**config.mk**
```make
export PLATFORM = sky130hd
export DESIGN_NAME = fetch_unit
export DESIGN_NICKNAME = d
export VERILOG_FILES = /design/src/rtl/core_pkg.sv /design/src/rtl/fifo_sync.sv /design/src/rtl/fetch_unit.sv
export SDC_FILE = /design/constraint.sdc
export NUM_CORES = 1
export LEC_CHECK = 0
export ABC_AREA = 1
export CAP_MARGIN = 0
export CORE_MARGIN = 2
export CORE_UTILIZATION = 54
export DETAILED_ROUTE_END_ITERATION = 10
export PLACE_DENSITY = 0.81
export SLEW_MARGIN = 10
export SYNTH_ARGS = -nofsm -noshare
export SYNTH_HDL_FRONTEND = slang
export SYNTH_SLANG_ARGS = --single-unit
```
**constraint.sdc**
```tcl
create_clock -name clk_i -period 8.01 [get_ports clk_i]
set_clock_uncertainty 0.2 [all_clocks]
set_input_delay 2.0025 -clock clk_i [delete_from_list [all_inputs] [get_ports clk_i]]
set_output_delay 2.0025 -clock clk_i [all_outputs]
set_load 0.02 [all_outputs]
```
**src/rtl/core_pkg.sv**
```systemverilog
// Shared core definitions: datapath width, the fetch buffer entry and the fetch state encoding.
package core_pkg;

    localparam int Xlen = 32;
    localparam logic [31:0] NopInst = 32'h0000_0013;

    typedef struct packed {
        logic [31:0]     inst;
        logic [Xlen-1:0] pc;
        logic            misaligned;
    } fetch_entry_t;

    typedef enum logic {
        FETCH_RUN  = 1'b0,
        FETCH_HALT = 1'b1
    } fetch_state_e;

endpackage

```
**src/rtl/fifo_sync.sv**
```systemverilog
// Registered synchronous FIFO with synchronous flush and an occupancy count.
// A pushed word is visible on pop_data_o from the following cycle.
module fifo_sync #(
    parameter int Width = 8,
    parameter int Depth = 2,
    localparam int CntW = $clog2(Depth + 1)
) (
    input  logic             clk_i,
    input  logic             rst_i,
    input  logic             flush_i,
    input  logic             push_i,
    input  logic [Width-1:0] push_data_i,
    input  logic             pop_i,
    output logic [Width-1:0] pop_data_o,
    output logic [CntW-1:0]  count_o
);

    localparam int PtrW = (Depth > 1) ? $clog2(Depth) : 1;

    logic [Width-1:0] mem_q [Depth];
    logic [Width-1:0] mem_d [Depth];
    logic [PtrW-1:0]  wr_ptr_q, wr_ptr_d;
    logic [PtrW-1:0]  rd_ptr_q, rd_ptr_d;
    logic [CntW-1:0]  count_q, count_d;
    logic             do_push, do_pop;

    function automatic logic [PtrW-1:0] ptr_inc(input logic [PtrW-1:0] ptr);
        if (ptr == PtrW'(Depth - 1)) begin
            return '0;
        end
        return ptr + PtrW'(1);
    endfunction

    always_comb begin
        mem_d    = mem_q;
        wr_ptr_d = wr_ptr_q;
        rd_ptr_d = rd_ptr_q;
        count_d  = count_q;
        do_pop   = pop_i && (count_q != '0);
        // A full FIFO may still accept a push when the head leaves in the same cycle.
        do_push  = push_i && ((count_q != CntW'(Depth)) || do_pop);

        if (flush_i) begin
            wr_ptr_d = '0;
            rd_ptr_d = '0;
            count_d  = '0;
        end else begin
            if (do_push) begin
                mem_d[wr_ptr_q] = push_data_i;
                wr_ptr_d        = ptr_inc(wr_ptr_q);
            end
            if (do_pop) begin
                rd_ptr_d = ptr_inc(rd_ptr_q);
            end
            count_d = count_q + CntW'(do_push) - CntW'(do_pop);
        end
    end

    always_ff @(posedge clk_i or posedge rst_i) begin
        if (rst_i) begin
            for (int i = 0; i < Depth; i++) begin
                mem_q[i] <= '0;
            end
            wr_ptr_q <= '0;
            rd_ptr_q <= '0;
            count_q  <= '0;
        end else begin
            mem_q    <= mem_d;
            wr_ptr_q <= wr_ptr_d;
            rd_ptr_q <= rd_ptr_d;
            count_q  <= count_d;
        end
    end

    assign pop_data_o = mem_q[rd_ptr_q];
    assign count_o    = count_q;

endmodule

```
**src/rtl/fetch_unit.sv**
```systemverilog
// Instruction fetch stage: in-order imem requests, response buffering and redirect handling.
// Define FETCH_MISALIGN_CHK_EN to halt on misaligned redirect targets and flag them to decode.
module fetch_unit
    import core_pkg::*;
#(
    parameter logic [Xlen-1:0] ResetPc        = '0,
    parameter int              BufDepth       = 2,
    parameter int              MaxOutstanding = 2
) (
    input  logic            clk_i,
    input  logic            rst_i,
    input  logic            redirect_i,
    input  logic [Xlen-1:0] redirect_pc_i,
    output logic            imem_req_valid_o,
    input  logic            imem_req_ready_i,
    output logic [Xlen-1:0] imem_req_addr_o,
    input  logic            imem_resp_valid_i,
    input  logic [31:0]     imem_resp_data_i,
    output logic            inst_valid_o,
    input  logic            inst_ready_i,
    output logic [31:0]     inst_o,
    output logic [Xlen-1:0] inst_pc_o
`ifdef FETCH_MISALIGN_CHK_EN
    ,
    output logic            inst_misaligned_o
`endif
);

    localparam int OutW   = $clog2(MaxOutstanding + 1);
    localparam int CntW   = $clog2(BufDepth + 1);
    localparam int EntryW = $bits(fetch_entry_t);

    logic [Xlen-1:0] fetch_pc_q, fetch_pc_d;
    logic [Xlen-1:0] resp_pc_q, resp_pc_d;
    logic [OutW-1:0] outstanding_q, outstanding_d;
    logic [OutW-1:0] drop_cnt_q, drop_cnt_d;
    logic [CntW-1:0] buf_count;
    fetch_entry_t    buf_head;
    fetch_entry_t    push_entry;
    logic            buf_push, buf_pop;
    logic            req_fire, resp_discard;
    logic            halted;
    logic [Xlen-1:0] redirect_target;
    int              credit_used;

`ifdef FETCH_MISALIGN_CHK_EN
    fetch_state_e state_q, state_d;
    logic         halt_valid_q, halt_valid_d;
    logic         redirect_misaligned;

    assign redirect_target     = redirect_pc_i;
    assign redirect_misaligned = redirect_i && (redirect_pc_i[1:0] != 2'b00);
    assign halted              = (state_q == FETCH_HALT);

    // HALT presents a single synthetic nop entry; only a redirect leaves it.
    always_comb begin
        state_d      = state_q;
        halt_valid_d = halt_valid_q;
        if (halted && inst_ready_i) begin
            halt_valid_d = 1'b0;
        end
        if (redirect_i) begin
            state_d      = redirect_misaligned ? FETCH_HALT : FETCH_RUN;
            halt_valid_d = redirect_misaligned;
        end
    end

    always_ff @(posedge clk_i or posedge rst_i) begin
        if (rst_i) begin
            state_q      <= FETCH_RUN;
            halt_valid_q <= 1'b0;
        end else begin
            state_q      <= state_d;
            halt_valid_q <= halt_valid_d;
        end
    end

    assign inst_valid_o      = halted ? halt_valid_q : (buf_count != '0);
    assign inst_o            = halted ? NopInst : buf_head.inst;
    assign inst_pc_o         = halted ? fetch_pc_q : buf_head.pc;
    assign inst_misaligned_o = halted ? 1'b1 : buf_head.misaligned;
`else
    logic unused_bits;

    assign redirect_target = {redirect_pc_i[Xlen-1:2], 2'b00};
    assign halted          = 1'b0;
    assign unused_bits     = ^{redirect_pc_i[1:0], buf_head.misaligned};
    assign inst_valid_o    = (buf_count != '0);
    assign inst_o          = buf_head.inst;
    assign inst_pc_o       = buf_head.pc;
`endif

    always_comb begin
        fetch_pc_d    = fetch_pc_q;
        resp_pc_d     = resp_pc_q;
        drop_cnt_d    = drop_cnt_q;
        buf_pop       = inst_valid_o && inst_ready_i && !halted;

        // Buffer slots freed by this cycle's pop count as credit, giving one fetch per cycle.
        credit_used   = int'(outstanding_q) - int'(drop_cnt_q) + int'(buf_count)
                        - (buf_pop ? 1 : 0);
        imem_req_valid_o = !rst_i && !redirect_i && !halted
                           && (int'(outstanding_q) < MaxOutstanding)
                           && (credit_used < BufDepth);
        req_fire      = imem_req_valid_o && imem_req_ready_i;

        resp_discard  = redirect_i || halted || (drop_cnt_q != '0);
        buf_push      = imem_resp_valid_i && !resp_discard;

        push_entry.inst       = imem_resp_data_i;
        push_entry.pc         = resp_pc_q;
        push_entry.misaligned = 1'b0;

        outstanding_d = outstanding_q + OutW'(req_fire) - OutW'(imem_resp_valid_i);

        if (req_fire) begin
            fetch_pc_d = fetch_pc_q + Xlen'(4);
        end
        if (buf_push) begin
            resp_pc_d = resp_pc_q + Xlen'(4);
        end
        if (imem_resp_valid_i && (drop_cnt_q != '0)) begin
            drop_cnt_d = drop_cnt_q - OutW'(1);
        end

        // Everything still in flight is wrong-path; a response landing now is dropped too.
        if (redirect_i) begin
            fetch_pc_d = redirect_target;
            resp_pc_d  = redirect_target;
            drop_cnt_d = outstanding_q - OutW'(imem_resp_valid_i);
        end
    end

    always_ff @(posedge clk_i or posedge rst_i) begin
        if (rst_i) begin
            fetch_pc_q    <= ResetPc;
            resp_pc_q     <= ResetPc;
            outstanding_q <= '0;
            drop_cnt_q    <= '0;
        end else begin
            fetch_pc_q    <= fetch_pc_d;
            resp_pc_q     <= resp_pc_d;
            outstanding_q <= outstanding_d;
            drop_cnt_q    <= drop_cnt_d;
        end
    end

    assign imem_req_addr_o = fetch_pc_q;

    fifo_sync #(
        .Width (EntryW),
        .Depth (BufDepth)
    ) u_inst_buf (
        .clk_i       (clk_i),
        .rst_i       (rst_i),
        .flush_i     (redirect_i),
        .push_i      (buf_push),
        .push_data_i (push_entry),
        .pop_i       (buf_pop),
        .pop_data_o  (buf_head),
        .count_o     (buf_count)
    );

endmodule

```
After elaboration in Yosys (flattened, before gate mapping)
Index checks and enable logic that the tools add are counted.
W data, S select, Z words.

operators by class
  bitwise operators = 3
  reduce and logical (&&, ||, !) cells = 23
  add/subtract/negate cells = 13
  equality and inequality tests = 1
  multiplexer cells = 28
  $lt $le $gt $ge = 5

operator list
  cell                     number
  $mux W65                 4
  $bwmux W130              1
  $mux W32                 4
  $demux W65 S1            1
  $add A32 B3 Y32 const B  2
  $mux W1                  15
  $reduce_bool A2 Y1       7
  $logic_and A1 B1 Y1      10
  $mux W2                  3
  $sub A2 B1 Y2            3
  $lt A5 B3 Y1 const B     1
  $sub A4 B2 Y5            1
  $add A2 B1 Y2            2
  $add A3 B3 Y4            1
  $ge A2 B2 Y1 const B     2
  $not A1 Y2               2
  $logic_not A1 Y1         3
  $sub A2 B2 Y3            1
  $add A1 B1 Y1 const B    2
  $logic_or A1 B1 Y1       2
  $lt A2 B1 Y1 const B     1
  $lt A2 B2 Y1 const B     1
  $ne A2 B2 Y1 const B     1
  $reduce_and A2 Y1        1
  2 further kinds          2

storage, ports and cells
  logic and storage cells = 82
  output and inout port bits = 98
  bits of input ports = 70
  flip-flop bits (word level) = 202

Depth between registers and ports, before layout
Gate-level depths: netlist of run 1.

  depth after elaboration = 10
  mapped depth = 20
  depth with buffers taken out = 19

Hierarchy
A second synthesis of run 1 with hierarchy kept.

second synthesis, totals
  cells, all modules = 1560
  area total of the unflattened synthesis = 11259.5 um^2

by module, submodules not included
  module      area each (um^2)  cells each  times used  seq. area each (um^2)
  fifo_sync   6419.9            822         1           3353.2
  fetch_unit  4839.6            738         1           1601.5

Worst setup path after synthesis of run 1
OpenSTA, ideal clock, no wires.

  path type = input to output
  start point = in inst_ready_i
  end point = out imem_req_valid_o
  stages on the path = 13
  data required time = 5.807 ns
  arrival = 3.783 ns
  slack = 2.024 ns
  path buffers = 0
  path through = nand2_2 -> inv_1 -> ha_1 -> nor2_1 -> inv_1 -> fa_1 -> fa_1 -> nand2_1 -> inv_1 -> nand2_1 -> nand2_1 -> nand2_1 -> inv_1

on the way
  cells in the longest elaborated chain, start to end = 5

RTL lines
  item                 line               text
  start: declaration   fetch_unit.sv:20   input logic inst_ready_i,
  $logic_and A1 B1 Y1  fetch_unit.sv:97   buf_pop = inst_valid_o && inst_ready_i && !halted;
  $mux W1              fetch_unit.sv:101  - (buf_pop ? 1 : 0);
  $sub A4 B2 Y5        fetch_unit.sv:101
  $lt A5 B3 Y1         fetch_unit.sv:104  && (credit_used < BufDepth);
  $logic_and A1 B1 Y1  fetch_unit.sv:104
  end: declaration     fetch_unit.sv:14   output logic imem_req_valid_o,

No other way between the ends.

Worst setup path in the final report of run 1
Same ends and word-level chain as after synthesis.

==> impl_metrics.csv, run 1 <==
group,metric,value,unit
placed_design,placedCellCount,1764,
floorplan,start_util,54.8,%
route,drt_wl_total,26700,µm
grt,grt_pass1_wl,43500,µm
timing,clock.fmax,143,MHz
worst_setup_path,start_kind,"input port",
synth,synth_seq_cells,192,
clock_network,cts_tree,"yes",
timing,fin_hold_ws,0.286,ns
route,top_layer,"met4",
route,ant_nets,0,
synth,synth_cell_types,37,
worst_setup_path,worstPathMaxFanout,4,
grt,track_usage,27.2,%
route,drt-met1-wl,12200,µm
power_and_ir_drop,power_density,338,nW/µm²
clock_network,cts_inserted_buffers,17,
route,dr_wl_met2,12300,µm
clock_network,cts_resized,0,
finish,diodes,0,
clock_network,cts_sinks,192,
worst_setup_path,reg2reg_from,"outstanding_q[0]",
synth,seq_area_frac_synth,47.0,%
outcome,status,"finished clean",
route,avgViaCountPerCell,5.25,
placed_design,io_buffers,161,
worst_setup_path,critical_path_class,"in2out",
clock_network,clockRootBuffer,"clkbuf_16",
route,drcViolationCount,0,
timing,hold_violations,0,
synth,yosysWarnings,0,
floorplan,die-area,20000,µm²
clock_network,cts_setup_buffers,0,
timing,maxSlewViolCount,0,
worst_setup_path,crit_required,5.81,ns
finish,drive_gt1_share,3.65,%
hold_path,holdPathStages,2,
floorplan,ios,168,
finish,finalNonFillerCells,1795,
route,drt_first_pass_iters,7,
finish,final_cell_mix,"nand2_1 (601), dfrtp_1 (191), clkdlybuf4s50_1 (161), inv_1 (121), o21ai_0 (111)",
timing,setup_tns,0,ns
worst_setup_path,arrival,4.80,ns
timing,finalCritPeriodShare,87.4,%
route,drtIter0Drc,851,
route,wl_per_cell,14.9,µm
power_and_ir_drop,ir_worst_vdd,0.160,mV
floorplan,rows,50,
hold_path,min_path_type,"reg2reg",
worst_setup_path,worst-path-buf-inv,6,
finish,multi_input_area,4620,µm²
timing,slew_headroom,40.3,%
worst_setup_path,end_kind,"output pin",
clock_network,path_clk_slew,0.07,ns
synth,syn_inst,1421,
finish,nFillCells,1626,
run,maxCapViolCount,0,
worst_setup_path,rr_endpoint,"imem_req_addr_o[5]",
hold_path,hold_path_end,"u_inst_buf.mem_q[13]",
clock_network,cts_max_level,4,
worst_setup_path,reg2reg_depth,15,
grt,grt_pass1_vias,8725,
route,vias,9431,
worst_setup_path,critPathSlowestCell,"clkdlybuf4s50_1",
finish,syn_to_final_growth,22.1,%
worst_setup_path,critical-path-top-delay-family,"buffers and inverters",
timing,rsz0062_at_grt,"false",
clock_network,clockBufferDepth,2,
worst_setup_path,crit_path_max_incr_delay,0.59,ns
synth,syn_area,10200,µm²
worst_setup_path,critical_path_depth,15,
timing,period_needed,7.00,ns
finish,final-seq-area,4810,µm²
finish,mostFrequentLayoutCell,"nand2_1",
clock_network,worstSkewPairLatency,0.43,ns
floorplan,die_y,142,µm
grt,grt_antenna_before_repair,0,
floorplan,die_w,142,µm
clock_network,ctsHoldBuffers,0,
worst_setup_path,rrSetupSlack,3.24,ns
power_and_ir_drop,cellLeakagePower,0.00613,µW
grt,grt_overflow,0,
finish,final_nets,1634,
floorplan,core_area,18600,µm²
timing,tightest_slew,0.895,ns
placed_design,gp_congestion,0.961,
hold_path,hp-start,"u_inst_buf.mem_q[13]",
timing,setup_viol,0,
grt,grt_max_degree,98,
synth,avgSynthCellArea,7.19,µm²
route,route.met3.wl,1600,µm
worst_setup_path,crit_chain,"clkdlybuf4s50_1, nand2_2, inv_1, ha_1, nor2_1, inv_1, fa_1, fa_1, nand2_1, inv_1, nand2_1, nand2_1, nand2_1, inv_1, clkdlybuf4s50_1",
placed_design,dp_hpwl,18300,µm
## flip-flops by register name, summed over array words and instances (netlist names)
signal and count:
u_inst_buf.count_o 2, u_inst_buf.wr_ptr_q 1, outstanding_q 2, u_inst_buf.mem_q 124
resp_pc_q 30, u_inst_buf.rd_ptr_q 1, imem_req_addr_o 30, drop_cnt_q 2
## power breakdown
group	switching (µW)	internal, µW	total [µW]	leakage, µW
clock	386	506	893	0.000298
combinational	1040	756	1800	0.00339
sequential	233	1290	1530	0.00245
total	1660	2560	4220	0.00613
## through the flow
stage                     worst slack [ns]  util, %  area, µm²  total power, µW
after floorplan                      0.580        -      10200             2630
after global placement                1.02     63.7      11900             3270
after detailed placement             0.996     63.7      11900             3340
after CTS                            0.992     67.0      12500             4240
after global routing                 0.871     67.0      12500             4520
final                                 1.01     67.0      12500             4220
## cell type report
type | instances | area share (%)
timing repair buffer | 169 | 13.4
clock buffer | 18 | 3.52
sequential | 192 | 38.5
multi-input combinational | 1043 | 37.0
tap | 234 | 2.34
clock inverter | 13 | 1.41
inverter | 126 | 3.84
## cells in the mapped netlist (all sizes together)
cell | count | area share [%]
a21o | 1 | 0.073
a21oi | 19 | 0.93
a22oi | 1 | 0.073
a31oi | 3 | 0.18
buf | 27 | 2.0
clkbuf | 36 | 1.3
clkinv | 1 | 0.049
conb | 1 | 0.037
dfrtp | 192 | 47
fa | 3 | 0.59
ha | 12 | 1.5
inv | 125 | 4.6
nand2 | 607 | 22
nand3 | 72 | 3.5
nand3b | 7 | 0.51
nand4 | 6 | 0.37
nor2 | 111 | 4.1
nor3 | 6 | 0.29
nor3b | 1 | 0.073
o211ai | 4 | 0.29
o21ai | 163 | 8.1
o21bai | 2 | 0.15
o221ai | 4 | 0.34
o22ai | 1 | 0.061
or2 | 1 | 0.061
xnor2 | 3 | 0.26
xor2 | 12 | 1.0
## logic make-up (layout without fill, tap and decap cells)
group	count (synthesis)	in the layout	synth area share, %
AOI/OAI and AO/OA	198	198	10.2
xor gates and xnor gates	15	15	1.29
adders and majority gates	15	15	2.06
buffers and inverters	189	326	7.99
DFF	192	192	47.0
other	1	4	0.0367
and+or+nand+nor	811	811	31.4
## metal layers
metal | GRT usage [%] | vias up
met5 | 0 | -
met4 | 8.32 | 0
met3 | 3.81 | 36
met2 | 43.6 | 339
met1 | 38.9 | 4358
li1 | - | 4698
## worst register-to-register path: stages, from the launching register on
cell,delay (ns)
dfrtp_1,0.35
inv_1,0.06
ha_1,0.21
fa_1,0.45
ha_1,0.33
fa_1,0.44
fa_1,0.49
nand2_1,0.05
inv_1,0.04
nand2_1,0.04
nand2_1,0.06
nand3_1,0.41
nand2_1,0.76
inv_1,0.50
nand2_1,0.17
nand3_1,0.08
## how the worst max path moves through the flow
stage / from / slack [ns] / to
after detailed placement: inst_ready_i / 1.0 / imem_req_valid_o
after CTS: inst_ready_i / 0.99 / imem_req_valid_o
after global placement: inst_ready_i / 1.02 / imem_req_valid_o
final: inst_ready_i / 1.01 / imem_req_valid_o
after global routing: inst_ready_i / 0.87 / imem_req_valid_o
after floorplan: rst_i / 0.58 / drop_cnt_q[0]
(Power assumes the default switching activity.)
==> run 2: changes to the inputs <==
clock period = 7.6 ns   (was 8.01 ns; I/O delays follow)
==> impl_metrics.csv, run 2 (synthesized netlist as in run 1, its figures left out) <==
group,metric,value,unit
worst_setup_path,crit_chain,"clkdlybuf4s50_1, nand2_2, inv_1, ha_1, nor2_1, inv_1, fa_1, fa_1, nand2_1, inv_1, nand2_1, nand2_1, nand2_1, inv_1, clkdlybuf4s50_1",
route,wl_per_cell,14.7,µm
clock_network,cts_resized,0,
timing,rsz0062_at_grt,"false",
route,drt_first_pass_iters,5,
worst_setup_path,worst-path-buf-inv,6,
finish,final_nets,1634,
clock_network,cts_max_level,4,
worst_setup_path,crit_required,5.50,ns
clock_network,cts_sinks,192,
route,drt_wl_total,26400,µm
clock_network,clockRootBuffer,"clkbuf_16",
finish,diodes,0,
worst_setup_path,reg2reg_depth,16,
floorplan,rows,50,
clock_network,cts_setup_buffers,0,
floorplan,die-area,20000,µm²
floorplan,die_w,142,µm
timing,period_needed,6.85,ns
route,drtIter0Drc,706,
timing,fin_hold_ws,0.285,ns
worst_setup_path,end_kind,"output pin",
route,vias,9464,
grt,grt_pass1_wl,43700,µm
outcome,status,"finished clean",
worst_setup_path,start_kind,"input port",
timing,maxSlewViolCount,0,
placed_design,io_buffers,161,
route,drcViolationCount,0,
grt,grt_max_degree,193,
finish,syn_to_final_growth,21.7,%
clock_network,clockBufferDepth,2,
worst_setup_path,critical_path_class,"in2out",
grt,grt_overflow,0,
floorplan,ios,168,
finish,largest_reg_flops,124,
timing,slew_headroom,29.4,%
hold_path,min_path_type,"reg2reg",
finish,drive_gt1_share,3.65,%
hold_path,holdPathStages,2,
finish,final_cell_mix,"nand2_1 (601), dfrtp_1 (191), clkdlybuf4s50_1 (161), inv_1 (121), o21ai_0 (111)",
timing,hold_violations,0,
worst_setup_path,arrival,4.75,ns
clock_network,cts_inserted_buffers,17,
clock_network,path_clk_slew,0.07,ns
worst_setup_path,rrSetupSlack,3.32,ns
worst_setup_path,worstPathMaxFanout,4,
finish,mostFrequentLayoutCell,"nand2_1",
clock_network,worstSkewPairLatency,0.43,ns
route,ant_nets,0,
hold_path,hp-start,"u_inst_buf.mem_q[4]",
floorplan,die_y,142,µm
worst_setup_path,reg2reg_from,"outstanding_q[0]",
grt,grt_antenna_before_repair,0,
clock_network,cts_tree,"yes",
placed_design,dp_hpwl,18100,µm
hold_path,hold_path_end,"u_inst_buf.mem_q[4]",
route,avgViaCountPerCell,5.27,
run,maxCapViolCount,0,
worst_setup_path,critical-path-top-delay-family,"buffers and inverters",
timing,setup_viol,0,
finish,nFillCells,1652,
grt,grt_pass1_vias,8921,
clock_network,ctsHoldBuffers,0,
finish,regMostFlops,"u_inst_buf.mem_q",
floorplan,core_area,18600,µm²
timing,finalCritPeriodShare,90.1,%
finish,final_util,66.8,%
power_and_ir_drop,power_density,351,nW/µm²
timing,clock.fmax,146,MHz
timing,setup_tns,0,ns
floorplan,start_util,54.8,%
grt,track_usage,27.2,%
worst_setup_path,rr_endpoint,"outstanding_q[1]",
placed_design,gp_congestion,0.961,
worst_setup_path,crit_path_max_incr_delay,0.59,ns
power_and_ir_drop,ir_worst_vdd,0.176,mV
power_and_ir_drop,cellLeakagePower,0.00611,µW
worst_setup_path,critPathSlowestCell,"clkdlybuf4s50_1",
timing,tightest_slew,1.06,ns
-- run 2: cell type report --
type,count,area (µm²),area share (%)
sequential,192,4810,38.6
inverter,126,479,3.85
tap,234,293,2.35
timing repair buffer,169,1680,13.5
clock inverter,14,136,1.10
clock buffer,17,425,3.42
multi-input combinational,1043,4620,37.1
-- run 2: worst register-to-register path, stage by stage (launching register included) --
cell and delay [ns]:
dfrtp_1 0.35, inv_1 0.07, ha_1 0.21, fa_1 0.43
ha_1 0.33, fa_1 0.44, fa_1 0.49, nand2_1 0.05
inv_1 0.05, nand2_1 0.05, nand2_1 0.06, nand3_1 0.44
ha_1 0.49, inv_1 0.04, ha_1 0.18, xnor2_1 0.17
xor2_1 0.16
-- run 2: worst max path at each step --
| stage | startpoint | end | slack (ns) | cells past startpoint |
|---|---|---|---|---|
| finish | inst_ready_i | imem_req_valid_o | 0.75 | 15 |
| global route | inst_ready_i | imem_req_valid_o | 0.59 | 15 |
| floorplan | rst_i | drop_cnt_q[0] | 0.27 | 1 |
| CTS | inst_ready_i | imem_req_valid_o | 0.75 | 15 |
| detailed placement | inst_ready_i | imem_req_valid_o | 0.76 | 15 |
| global placement | inst_ready_i | imem_req_valid_o | 0.82 | 15 |
-- run 2: stage by stage --
stage	instances	area, µm²	setup slack [ns]	total power, µW
global placement	1764	11900	0.817	3450
CTS	1795	12400	0.747	4390
finish	1795	12400	0.754	4370
global route	1795	12400	0.591	4690
floorplan	1424	10200	0.273	2770
detailed placement	1764	11900	0.756	3520
-- run 2: per-layer routing --
metal / global-route usage [%] / share of wire [%]
met1: 38.1 / 46
met2: 43.5 / 45
met3: 4.18 / 5.6
met4: 9.21 / 2.5
met5: 0 / 0
-- run 2: power breakdown --
part           internal, µW  switching [µW]  total [µW]
Combinational           798            1100        1900
Sequential             1360             245        1610
Clock                   456             408         864
